==> src/rtl/if_id_skid.sv <==
// if_id_skid: IF->ID pipeline register with a one-entry skid buffer.
//
// Two entries: "main" drives out_*, "skid" catches a beat that was accepted
// while decode stalled. in_ready is a flop, so there is no combinational path
// from out_ready back to fetch. Strict FIFO order. Flush empties both entries
// and NOPs the instructions; out_pc keeps its last value.
//
// Parameters: PC_W, INST_W, IMM_W (< INST_W), CNT_W (perf counter width)
// Ports:
//   clk, rst (async, active-high)
//   in_valid/in_ready, in_pc, in_inst    : fetch side
//   flush                                : drop held and incoming entries
//   out_valid/out_ready, out_pc,
//   out_inst, out_imm                    : decode side (all registered)
//   stall_cnt, bubble_cnt                : only with IF_ID_SKID_PERF_EN
//
// Build option: define IF_ID_SKID_PERF_EN to add saturating stall/bubble
// counters.
module if_id_skid #(
  parameter int PC_W   = 10,
  parameter int INST_W = 32,
  parameter int IMM_W  = 16,
  parameter int CNT_W  = 16
) (
  input  logic              clk,
  input  logic              rst,
  input  logic              in_valid,
  output logic              in_ready,
  input  logic [PC_W-1:0]   in_pc,
  input  logic [INST_W-1:0] in_inst,
  input  logic              flush,
  output logic              out_valid,
  input  logic              out_ready,
  output logic [PC_W-1:0]   out_pc,
  output logic [INST_W-1:0] out_inst,
  output logic [INST_W-1:0] out_imm
`ifdef IF_ID_SKID_PERF_EN
  ,
  output logic [CNT_W-1:0]  stall_cnt,
  output logic [CNT_W-1:0]  bubble_cnt
`endif
);

  logic              skid_valid;
  logic [PC_W-1:0]   skid_pc;
  logic [INST_W-1:0] skid_inst;
  logic [INST_W-1:0] in_imm, skid_imm;
  logic              accept, pop;

  assign in_imm   = {{(INST_W-IMM_W){1'b0}}, in_inst[IMM_W-1:0]};
  assign skid_imm = {{(INST_W-IMM_W){1'b0}}, skid_inst[IMM_W-1:0]};

  // in_ready is itself a flop and doubles as the "skid empty" flag, so an
  // accept can only ever target an empty slot.
  assign accept = in_valid & in_ready & ~flush;
  assign pop    = out_valid & out_ready;

  always_ff @(posedge clk or posedge rst) begin
    if (rst) begin
      out_valid  <= 1'b0;
      out_pc     <= '0;
      out_inst   <= '0;
      out_imm    <= '0;
      skid_valid <= 1'b0;
      skid_pc    <= '0;
      skid_inst  <= '0;
      in_ready   <= 1'b1;
    end else if (flush) begin
      // out_pc and skid_pc intentionally keep their values
      out_valid  <= 1'b0;
      out_inst   <= '0;
      out_imm    <= '0;
      skid_valid <= 1'b0;
      skid_inst  <= '0;
      in_ready   <= 1'b1;
    end else if (!out_valid || pop) begin
      // main is free this edge: refill from skid first to keep order
      if (skid_valid) begin
        out_valid  <= 1'b1;
        out_pc     <= skid_pc;
        out_inst   <= skid_inst;
        out_imm    <= skid_imm;
        skid_valid <= 1'b0;
        skid_inst  <= '0;
        in_ready   <= 1'b1;
      end else if (accept) begin
        out_valid <= 1'b1;
        out_pc    <= in_pc;
        out_inst  <= in_inst;
        out_imm   <= in_imm;
      end else begin
        // going empty: instruction reads as NOP, pc is retained
        out_valid <= 1'b0;
        out_inst  <= '0;
        out_imm   <= '0;
      end
    end else if (accept) begin
      // main held by a stalled decode: park the beat in skid
      skid_valid <= 1'b1;
      skid_pc    <= in_pc;
      skid_inst  <= in_inst;
      in_ready   <= 1'b0;
    end
  end

`ifdef IF_ID_SKID_PERF_EN
  // Saturating counters; only rst clears them, flush has no effect.
  always_ff @(posedge clk or posedge rst) begin
    if (rst) begin
      stall_cnt  <= '0;
      bubble_cnt <= '0;
    end else begin
      if (out_valid && !out_ready && stall_cnt != {CNT_W{1'b1}})
        stall_cnt <= stall_cnt + 1'b1;
      if (!out_valid && out_ready && bubble_cnt != {CNT_W{1'b1}})
        bubble_cnt <= bubble_cnt + 1'b1;
    end
  end
`else
  // Keeps CNT_W referenced in builds without counters.
  logic [CNT_W-1:0] unused_cnt;
  assign unused_cnt = '0;
`endif

endmodule

==> config.mk <==
export PLATFORM = sky130hd
export DESIGN_NAME = if_id_skid
export DESIGN_NICKNAME = d
export VERILOG_FILES = /design/src/rtl/if_id_skid.sv
export SDC_FILE = /design/constraint.sdc
export NUM_CORES = 1
export LEC_CHECK = 0
export ABC_AREA = 1
export CORE_ASPECT_RATIO = 2
export CORE_UTILIZATION = 53
export CTS_CLUSTER_SIZE = 40
export DETAILED_ROUTE_END_ITERATION = 10
export HOLD_SLACK_MARGIN = 0.12
export PLACE_DENSITY_LB_ADDON = 0.1
export SYNTH_ARGS = -nofsm -noshare
export SYNTH_HDL_FRONTEND = slang
export SYNTH_SLANG_ARGS = --single-unit
==> constraint.sdc <==
create_clock -name clk -period 6.05 [get_ports clk]
set_clock_uncertainty 0.15 [all_clocks]
set_input_delay 1.21 -clock clk [delete_from_list [all_inputs] [get_ports clk]]
set_output_delay 1.21 -clock clk [all_outputs]
set_load 0.1 [all_outputs]
==> results_tabular.tex <==
\begin{tabular}{lr}
\hline
Metric & Value \\
\hline
\multicolumn{2}{l}{\textbf{Timing}} \\
\quad Remaining max-slew budget at the tightest pin & 0.2218 \\
\quad Unrepaired setup endpoints after global routing & false \\
\quad Crit share post-route & 0.6588 \\
\quad Worst setup slack after layout & 2064 ps \\
\quad Slew at the pin with the worst max-slew slack & 1164 ps \\
\quad Setup TNS & 0 ps \\
\quad Final slew viol count & 0 \\
\quad Final setup violation count & 0 \\
\quad Crit path time final & 3986 ps \\
\quad Number of hold-slack violations in the final timing report & 0 \\
\quad Max frequency & 0.2509 GHz \\
\multicolumn{2}{l}{\textbf{Critical path}} \\
\quad Kind of start point of the critical path & register \\
\quad CP Data Arrival Time & 2630 ps \\
\quad Terminus of the critical flop-to-flop path & skid\_inst[7] \\
\quad Master of the slowest instance on the critical path & sky130\_fd\_sc\_hd\_\_clkdlybuf4s50\_1 \\
\quad Startpoint of the worst-slack reg-to-reg timing path & skid\_valid \\
\quad WP buf/inv & 1 \\
\quad Max FO, Critical Path & 35 \\
\quad Crit end category & output pin \\
\quad Cells on worst reg2reg path & 5 \\
\quad Critical Path, Cell by Cell & clkdlybuf4s50\_1 \\
\quad CP peak stage delay & 1280 ps \\
\quad Required time of the worst setup path & 4690 ps \\
\quad Worst-case register-to-register setup slack & 3000 ps \\
\quad WS Path Type & register to output pin \\
\quad Family with the most delay on the worst path & buffers and inverters \\
\multicolumn{2}{l}{\textbf{Detailed routing}} \\
\quad Number of DRC violations after detailed routing & 0 \\
\quad DRT iter0 DRCs & 477 \\
\quad Detailed-routing iteration count for the pre-antenna-repair pass & 6 \\
\quad Number of vias per cell & 5.462 \\
\quad Total routed wirelength & 11.09 mm \\
\quad Final routed wire length divided by cell count & 14.70 microns \\
\quad Routed Antenna Nets & 0 \\
\quad Vias & 4118 \\
\multicolumn{2}{l}{\textbf{Floorplan}} \\
\quad Die width & 67.56 microns \\
\quad Die boundary height & 133.1 microns \\
\quad Number of top-level design ports & 123 \\
\quad Core area & 8292 sq um \\
\quad Die Area & 8993 sq um \\
\quad Row Count & 47 \\
\quad Starting density of the core & 0.5494 \\
\multicolumn{2}{l}{\textbf{Clock tree}} \\
\quad Total number of H-tree levels & 3 \\
\quad Maximum clock insertion buffer count & 2 \\
\quad Num CTS Buffers & 9 \\
\quad Post-CTS Setup Inserts & 0 \\
\quad Clk slew on worst S/H paths & 60 ps \\
\quad Clock latency of the later-clocked register in the worst-skew pair & 330 ps \\
\quad Clock root buffer & sky130\_fd\_sc\_hd\_\_clkbuf\_16 \\
\quad Clock net sink count & 87 \\
\quad TritonCTS clock tree & built \\
\quad CTS resizes & 0 \\
\quad Number of buffers inserted by hold repair at cts & 0 \\
\multicolumn{2}{l}{\textbf{Final layout}} \\
\quad Share of final-layout standard cells stronger than drive strength 1 & 0.05954 \\
\quad Post-layout net count & 697 \\
\quad Area grow syn2layout & 23.89\% \\
\quad Area of all placed cells without fillers & 5644 sq um \\
\quad Post-Route Utilization & 0.6807 \\
\multicolumn{2}{l}{\textbf{Global route}} \\
\quad Wire length of the first global-routing pass & 18.24 mm \\
\quad Number of antenna violations at the first check in global routing & 1 \\
\quad Largest net degree at the start of global routing & 69 \\
\quad Tot GR Track Use & 0.2646 \\
\quad Grt total ovfl & 0 \\
\quad Number of global-route vias before repair & 3886 \\
\multicolumn{2}{l}{\textbf{Placed design}} \\
\quad Post-Place Worst Slack & 2074 ps \\
\quad Placed instance area & 5349 sq um \\
\quad Last weighted congestion value of the routability-driven placer & 0.7433 \\
\quad Placed wire-length estimate & 7.052 mm \\
\quad Count of port buffers added during placement & 106 \\
\multicolumn{2}{l}{\textbf{Pwr}} \\
\quad Sequential share of power & 0.396 \\
\quad Leakage Power & 3.044 nW \\
\quad Fraction of power spent switching nets & 0.3629 \\
\quad Internal power & 0.001065 W \\
\quad Worst IR drop on VDD & 0.2544 mV \\
\quad Combinational power share & 0.277 \\
\quad Fraction of power consumed by the clock network & 0.327 \\
\quad Switching component of the power & 0.0006068 W \\
\quad Power per Cell Area & 296.2 nW/um\^{}2 \\
\multicolumn{2}{l}{\textbf{Min path}} \\
\quad Min-delay worst type & register to register \\
\quad Min-delay src & skid\_pc[7] \\
\quad Number of cells on the worst hold path & 2 \\
\quad Endpoint of the worst hold-timing path & skid\_pc[7] \\
\multicolumn{2}{l}{\textbf{Yosys}} \\
\quad Ys Warns & 0 \\
\quad Predominant post-synthesis flop cell & sky130\_fd\_sc\_hd\_\_dfrtp\_1 \\
\quad Syn avg cell area & 7.695 sq um \\
\quad Register bit count reported by yosys & 87 \\
\quad FFs w/ async S/R, synth & 1.000 \\
\quad Portion of the post-synthesis area used by sequential elements & 0.4782 \\
\quad Number of library cell types mapped by synthesis & 20 \\
\quad Post-synth design cell area & 4556 sq um \\
\quad Synth Instances & 592 \\
\quad Post-synth EDFFs & 0 \\
\multicolumn{2}{l}{\textbf{Run}} \\
\quad Max-capacitance violation count & 0 \\
\multicolumn{2}{l}{\textbf{Outcome}} \\
\quad Run status & finished, final reports clean \\
\hline
\end{tabular}
## worst reg2reg max path: stages (launching register included)
cell                      delay [ps]
sky130_fd_sc_hd__dfrtp_1         620
sky130_fd_sc_hd__inv_2           910
sky130_fd_sc_hd__nand2_1         130
sky130_fd_sc_hd__nand2_1         890
sky130_fd_sc_hd__nand3_1         180
sky130_fd_sc_hd__nand2_1         120
## cells by family after synthesis
kind of cell,Yosys count,share of synthesized area
flip-flops,87,0.4782
AND/OR/NAND/NOR,390,0.3743
buffers and inverters,94,0.1173
other,1,0.0008232
AO/OA/AOI/OAI,20,0.02939
## Yosys cell counts, types with 2 or more instances
cell type                  instances  share of area
sky130_fd_sc_hd__nand2_1         209           0.17
sky130_fd_sc_hd__dfrtp_1          86           0.47
sky130_fd_sc_hd__nand4_1          64          0.088
sky130_fd_sc_hd__nor2_1           64          0.053
sky130_fd_sc_hd__nand3_1          45          0.049
sky130_fd_sc_hd__buf_4            36          0.059
sky130_fd_sc_hd__buf_2            31          0.034
sky130_fd_sc_hd__inv_1            13          0.011
sky130_fd_sc_hd__clkbuf_1          9         0.0074
sky130_fd_sc_hd__o21ai_0           9         0.0099
sky130_fd_sc_hd__o21ai_2           9          0.017
sky130_fd_sc_hd__nand2_2           5         0.0069
sky130_fd_sc_hd__inv_2             3         0.0025
sky130_fd_sc_hd__a21oi_1           2         0.0022
sky130_fd_sc_hd__nor2_2            2         0.0027
## how the worst max path moves through the flow
| stage | from | to | slack (ps) | cells past startpoint |
|---|---|---|---|---|
| after floorplan | rst | out_inst[0] | 2440 | 1 |
| final | in_ready | in_ready | 2060 | 1 |
| after global placement | flush | skid_inst[2] | 2150 | 6 |
| after detailed placement | flush | skid_inst[4] | 2070 | 6 |
| after global routing | in_ready | in_ready | 2020 | 1 |
| after CTS | in_ready | in_ready | 2090 | 1 |
## layout make-up
class	count	area (sq um)
tap	98	122.6
antenna	1	2.502
inverter	17	65.06
clock buffer	13	250.2
clock inverter	3	42.54
sequential	87	2178
timing repair buffer	109	1084
multi-input combinational	426	1899
fill	713	2648
## power by group through the flow
stage                     clock (W)  combinational, W  sequential, W
after floorplan                   0          0.000203       0.000827
final                      0.000546          0.000463       0.000662
after detailed placement          0          0.000463       0.000671
after CTS                  0.000557          0.000465       0.000662
after global routing       0.000579          0.000489       0.000668
after global placement            0          0.000458       0.000670
## metal layers
| layer | part of all wire | global-route usage | vias up |
|---|---|---|---|
| li1 | - | - | 1988 |
| met1 | 0.39 | 0.3272 | 1935 |
| met5 | 0 | 0 | - |
| met2 | 0.53 | 0.4367 | 179 |
| met3 | 0.058 | 0.04281 | 16 |
| met4 | 0.020 | 0.1217 | 0 |
## placed cells by master (no fill, tap or decap), drive strengths merged
cell type	Yosys	routed
nand2	214	214
clkdlybuf4s50	0	106
dfrtp	86	86
nor2	67	67
nand4	64	64
nand3	45	45
o21ai	18	18
conb	1	16
inv	16	15
clkbuf	9	13
buf	68	3
clkinv	1	3
a21oi	2	2
diode	0	1
clkinvlp	0	1
bufinv	0	1
dfstp	1	1
## per-stage QoR
| step | total power, W | hold WS, ps | cells |
|---|---|---|---|
| after floorplan | 0.001030 | 292.2 | 607 |
| after global placement | 0.001128 | 309.0 | 737 |
| after detailed placement | 0.001135 | 315.6 | 737 |
| after CTS | 0.001684 | 331.1 | 753 |
| after global routing | 0.001737 | 356.5 | 754 |
| final | 0.001672 | 325.7 | 754 |
## state kept, by name, summed over array words and instances (netlist names)
signal	count
in_ready	1
out_valid	1
skid_valid	1
skid_inst	32
out_pc	10
out_inst	32
skid_pc	10
No activity file was read; power rests on OpenSTA's default activity.
